==> src/rtl/refill_arb.sv <==
// refill_arb: shares one Wishbone cache-line fetch unit between two cache
// controllers (r0, r1). One line-miss request is granted at a time. Its
// address goes to the fetch unit, and the ack, the refill word strobes and
// the done pulse are relayed back to the owning controller only.
//
// Ports
//   clock, reset        cache clock, synchronous active-high reset
//   rN_fetch_i/addr_i   line-miss request (level) and miss address
//   rN_ack_o            1-cycle pulse: fetch unit accepted rN's miss
//   rN_write_o          refill word strobe for rN
//   rN_done_o           1-cycle pulse: rN's line is complete
//   r_waddr_o/r_data_o  shared refill word address/data (pass-through)
//   f_miss_o/f_addr_o   miss request and latched address to the fetch unit
//   f_ack_i/f_done_i    fetch unit accepted / finished the line
//   f_busy_i            fetch unit busy; blocks new grants
//   f_write_i/waddr/data refill word from the fetch unit
//   grant_o             one-hot owner, 00 when idle
//   busy_o              arbiter not idle
//
// Build option: define REFILL_ARB_RR_EN for round-robin arbitration;
// otherwise r0 has fixed priority over r1.
module refill_arb #(
  parameter int ADDRESS = 18,
  parameter int WIDTH   = 32,
  parameter int WADDR   = 8
) (
  input  logic               clock,
  input  logic               reset,
  input  logic               r0_fetch_i,
  input  logic [ADDRESS-1:0] r0_addr_i,
  output logic               r0_ack_o,
  output logic               r0_write_o,
  output logic               r0_done_o,
  input  logic               r1_fetch_i,
  input  logic [ADDRESS-1:0] r1_addr_i,
  output logic               r1_ack_o,
  output logic               r1_write_o,
  output logic               r1_done_o,
  output logic [WADDR-1:0]   r_waddr_o,
  output logic [WIDTH-1:0]   r_data_o,
  output logic               f_miss_o,
  output logic [ADDRESS-1:0] f_addr_o,
  input  logic               f_ack_i,
  input  logic               f_done_i,
  input  logic               f_busy_i,
  input  logic               f_write_i,
  input  logic [WADDR-1:0]   f_waddr_i,
  input  logic [WIDTH-1:0]   f_data_i,
  output logic [1:0]         grant_o,
  output logic               busy_o
);

  typedef enum logic [1:0] {IDLE, ISSUE, FILL, RELEASE} state_t;

  state_t             state_q, state_d;
  logic [1:0]         grant_q, grant_d;
  logic [ADDRESS-1:0] addr_q, addr_d;
  logic [1:0]         ack_q, ack_d;
  logic [1:0]         win;

`ifdef REFILL_ARB_RR_EN
  // prio_q = 1 favours r1; it points away from whoever was served last.
  logic prio_q, prio_d;

  always_comb begin
    win = 2'b00;
    if (r0_fetch_i && r1_fetch_i) win = prio_q ? 2'b10 : 2'b01;
    else if (r0_fetch_i)          win = 2'b01;
    else if (r1_fetch_i)          win = 2'b10;
  end

  always_comb begin
    prio_d = prio_q;
    if (state_q == RELEASE) prio_d = grant_q[0];
  end

  always_ff @(posedge clock) begin
    if (reset) prio_q <= 1'b0;
    else       prio_q <= prio_d;
  end
`else
  always_comb begin
    win = 2'b00;
    if (r0_fetch_i)      win = 2'b01;
    else if (r1_fetch_i) win = 2'b10;
  end
`endif

  always_comb begin
    state_d = state_q;
    grant_d = grant_q;
    addr_d  = addr_q;
    ack_d   = 2'b00;
    case (state_q)
      IDLE: begin
        if (!f_busy_i && (win != 2'b00)) begin
          grant_d = win;
          addr_d  = win[0] ? r0_addr_i : r1_addr_i;
          state_d = ISSUE;
        end
      end
      ISSUE: begin
        if (f_ack_i) begin
          ack_d   = grant_q;
          // A fetch unit that acks and finishes together skips FILL so
          // ack and done land in the same cycle.
          state_d = f_done_i ? RELEASE : FILL;
        end
      end
      FILL: begin
        if (f_done_i) state_d = RELEASE;
      end
      RELEASE: begin
        grant_d = 2'b00;
        state_d = IDLE;
      end
      default: state_d = IDLE;
    endcase
  end

  always_ff @(posedge clock) begin
    if (reset) begin
      state_q <= IDLE;
      grant_q <= 2'b00;
      addr_q  <= '0;
      ack_q   <= 2'b00;
    end else begin
      state_q <= state_d;
      grant_q <= grant_d;
      addr_q  <= addr_d;
      ack_q   <= ack_d;
    end
  end

  logic filling;
  assign filling = (state_q == ISSUE) || (state_q == FILL);

  assign r0_ack_o   = ack_q[0];
  assign r1_ack_o   = ack_q[1];
  assign r0_done_o  = (state_q == RELEASE) && grant_q[0];
  assign r1_done_o  = (state_q == RELEASE) && grant_q[1];
  // Words outside ISSUE/FILL have no owner and are dropped.
  assign r0_write_o = f_write_i && grant_q[0] && filling;
  assign r1_write_o = f_write_i && grant_q[1] && filling;
  assign r_waddr_o  = f_waddr_i;
  assign r_data_o   = f_data_i;
  assign f_miss_o   = (state_q == ISSUE);
  assign f_addr_o   = addr_q;
  assign grant_o    = grant_q;
  assign busy_o     = (state_q != IDLE);

endmodule

==> config.mk <==
export PLATFORM = sky130hd
export DESIGN_NAME = refill_arb
export DESIGN_NICKNAME = d
export VERILOG_FILES = /design/src/rtl/refill_arb.sv
export SDC_FILE = /design/constraint.sdc
export NUM_CORES = 1
export LEC_CHECK = 0
export BUFFER_PORTS_ARGS = -buffer_cell sky130_fd_sc_hd__buf_2
export CAP_MARGIN = 10
export CORE_MARGIN = 5
export CORE_UTILIZATION = 36
export CTS_CLUSTER_SIZE = 20
export DETAILED_ROUTE_END_ITERATION = 8
export PLACE_DENSITY = 0.81
export SYNTH_ARGS = -nofsm -noshare
export SYNTH_HDL_FRONTEND = slang
export SYNTH_SLANG_ARGS = --single-unit
export TNS_END_PERCENT = 30
==> constraint.sdc <==
create_clock -name clock -period 1.6 [get_ports clock]
set_input_delay 0.32 -clock clock [delete_from_list [all_inputs] [get_ports clock]]
set_output_delay 0.32 -clock clock [all_outputs]
set_load 0.01 [all_outputs]
==> results.cfg <==
[global_routing]
use_met2 = 0.214
grtUsageTotal = 0.124
first_global_vias = 1261
top_usage_layer = met2
grt_pass1_wl_um = 5520
grt_use_met1 = 0.149
antenna_found_initial = 0
met3_usage = 0.0374
grt.overflow.total = 0
grt_max_degree = 19

[pwr]
clkPwrFrac = 0.182
p_leak_uw = 0.000874
power.internal_uw = 1440
irDropWorstVdd_mv = 0.424
comb_power_share = 0.461
power.density_nw_per_um2 = 1300
p_seq_frac = 0.357
power_switching_uw = 830
switching_share = 0.366

[floorplan]
core_um2 = 4060
start_util = 0.376
die_w_um = 75.1
fp.dieH_um = 75.1
core.rowCount = 23
dieArea_um2 = 5640
io_pins = 152

[timing]
finalHoldViolations = 0
max_freq_ghz = 0.638
post-route-period-util = 0.980
drv_slew = 0
setup_viol = 0
tightest_slew_ns = 0.558
relSlewSlack = 0.628
fin_hold_ws_ns = 0.353
finClkSkew_ns = 0.00812
timing.final.crit_period_ns = 1.57
rsz0062_at_grt = yes

[drt]
remaining_drc_errors = 0
first_pass_iters = 4
dr.first_iter.drc_count = 21
wire_per_inst_um = 14.2
vias = 1253
viasPerCell = 5.01
wirelength_um = 3550
drtAntennaViolNets = 0

[cts]
clkSlewWorstSetupHoldPaths_ns = 0.09
holdBufCountCts = 0
clockBufferDepth = 2
cts_root_buffer = clkbuf_8
cts_sinks = 24
h-tree-depth = 1
clk_latency_ns = 0.26
cts-buffers-inserted = 3
cts_tree = built

[critical_path]
cp-start-kind = register
critPathKind = register to output port
worstSetupEndpointType = output port
cp_max_fo = 6
worst_ep_required_time_ns = 1.28
r2r_cells = 4
cp_data_arrival_time_ns = 1.25

[yosys]
synth-seq-cells = 24
synth_nets = 254
ys_seq_area_frac = 0.315
syn_area_um2 = 1530
avgSynthCellArea_um2 = 9.25
ys.warnings.count = 0
synth_cells = 165
synth_cell_types = 25

[layout]
n_fill_cell = 414
drive_gt1_frac = 0.470
syn_to_final_growth_pct = 13.9
layout.nets = 290
postLayoutCellArea_um2 = 1740
num_antenna_cells = 0
final_common_cell = buf_2
layout_common_cells = buf_2, dfxtp_1, mux2i_1, a21oi_1, a211oi_1

[flow_run]
cap_viol_max_count = 0

[placed_design]
place_area_um2 = 1650
gp_congestion = 0.723
hpwl_um = 2790
portBuffers = 71

[outcome]
status = completed

[min_path]
hold_class = primary input to register
holdPathStages = 2
-- cell families after synthesis --
kind of cell,share of synthesized area
flip-flops,0.315
adder cells (fa/ha/maj),0.0410
buffers and inverters,0.250
AO/OA/AOI/OAI,0.194
AND/OR/NAND/NOR,0.0689
multiplexers,0.131
-- flip-flops by register name, summed over array words and instances, names as in the netlist --
signal    flops
f_addr_o     18
ack_q         2
grant_o       2
state_q       2
-- critical path, cell delays in order, from the launching register on --
cell and delay, ns:
dfxtp_2 0.33, buf_4 0.14, ha_2 0.22, and2_1 0.16, buf_2 0.13
-- synth_stat cells --
| master | number | area, um^2 |
|---|---|---|
| and2_1 | 2 | 12.5 |
| buf_4 | 43 | 323 |
| o211ai_1 | 1 | 7.51 |
| o31ai_1 | 2 | 15.0 |
| and4_1 | 2 | 17.5 |
| and3_1 | 3 | 18.8 |
| ha_1 | 5 | 62.6 |
| nor4b_1 | 1 | 8.76 |
| dfxtp_1 | 24 | 480 |
| mux2i_1 | 20 | 200 |
| inv_1 | 5 | 18.8 |
| nor2_2 | 1 | 6.26 |
| inv_2 | 1 | 3.75 |
| nor2b_1 | 1 | 6.26 |
| buf_6 | 1 | 11.3 |
| nand4b_1 | 2 | 17.5 |
| clkbuf_1 | 4 | 15.0 |
| a21oi_1 | 20 | 100 |
| o21bai_4 | 1 | 18.8 |
| a211oi_1 | 18 | 135 |
| nand2b_1 | 1 | 6.26 |
| nand2_1 | 3 | 11.3 |
| o21ba_1 | 1 | 10.0 |
| buf_2 | 2 | 10.0 |
| a222oi_1 | 1 | 10.0 |
-- stage by stage --
stage | power (uW) | setup TNS (ns) | worst slack (ns) | instances | util
6_report | 2270 | 0 | 0.0325 | 250 | 0.428
5_1_grt | 2450 | -0.0542 | -0.0278 | 250 | 0.428
4_1_cts | 2290 | 0 | 0.00711 | 250 | 0.428
3_5_place_dp | 1800 | -1.58 | -0.116 | 245 | 0.407
3_3_place_gp | 1770 | 0 | 0.0199 | 245 | 0.407
2_1_floorplan | 1510 | 0 | 0.197 | 165 | -
-- area by class of cell --
class | count | area, um^2 | share of cell area
clock buffer | 4 | 55.1 | 0.0317
timing repair buffer | 81 | 430 | 0.248
sequential | 24 | 483 | 0.278
multi-input combinational | 85 | 684 | 0.394
inverter | 6 | 22.5 | 0.0130
tap | 50 | 62.6 | 0.0360
-- worst paths after layout --
| check | endpoint | start | slack [ns] |
|---|---|---|---|
| setup / recovery | r1_done_o | state_q[0]$_SDFFE_PP0P_ | 0.03 |
| hold / removal | ack_q[1]$_SDFF_PP0_ | f_ack_i | 0.35 |
| setup reg to reg | state_q[0]$_SDFFE_PP0P_ | state_q[1]$_SDFFE_PP0P_ | 0.09 |
| hold reg to reg | f_addr_o[5]$_SDFFE_PP0P_ | f_addr_o[5]$_SDFFE_PP0P_ | 0.52 |
-- metal layers --
metal / part of all wire / up-vias
met5: 0 / -
met4: 0.0082 / 0
met3: 0.11 / 4
met2: 0.46 / 70
met1: 0.42 / 561
li1: - / 618
-- power groups by stage --
| stage | sequential [uW] | clock [uW] | combinational (uW) |
|---|---|---|---|
| after floorplan | 877 | 0 | 632 |
| after global placement | 818 | 0 | 952 |
| after detailed placement | 820 | 0 | 982 |
| after CTS | 804 | 432 | 1060 |
| after global routing | 829 | 459 | 1170 |
| final | 809 | 413 | 1050 |
-- what timing repair did --
action	CTS	global route
endpoints found under the setup margin	23	6
buffers inserted	1	0
resized for setup	4	3
pin swaps	0	1
Power figures use the tool's default switching activity.
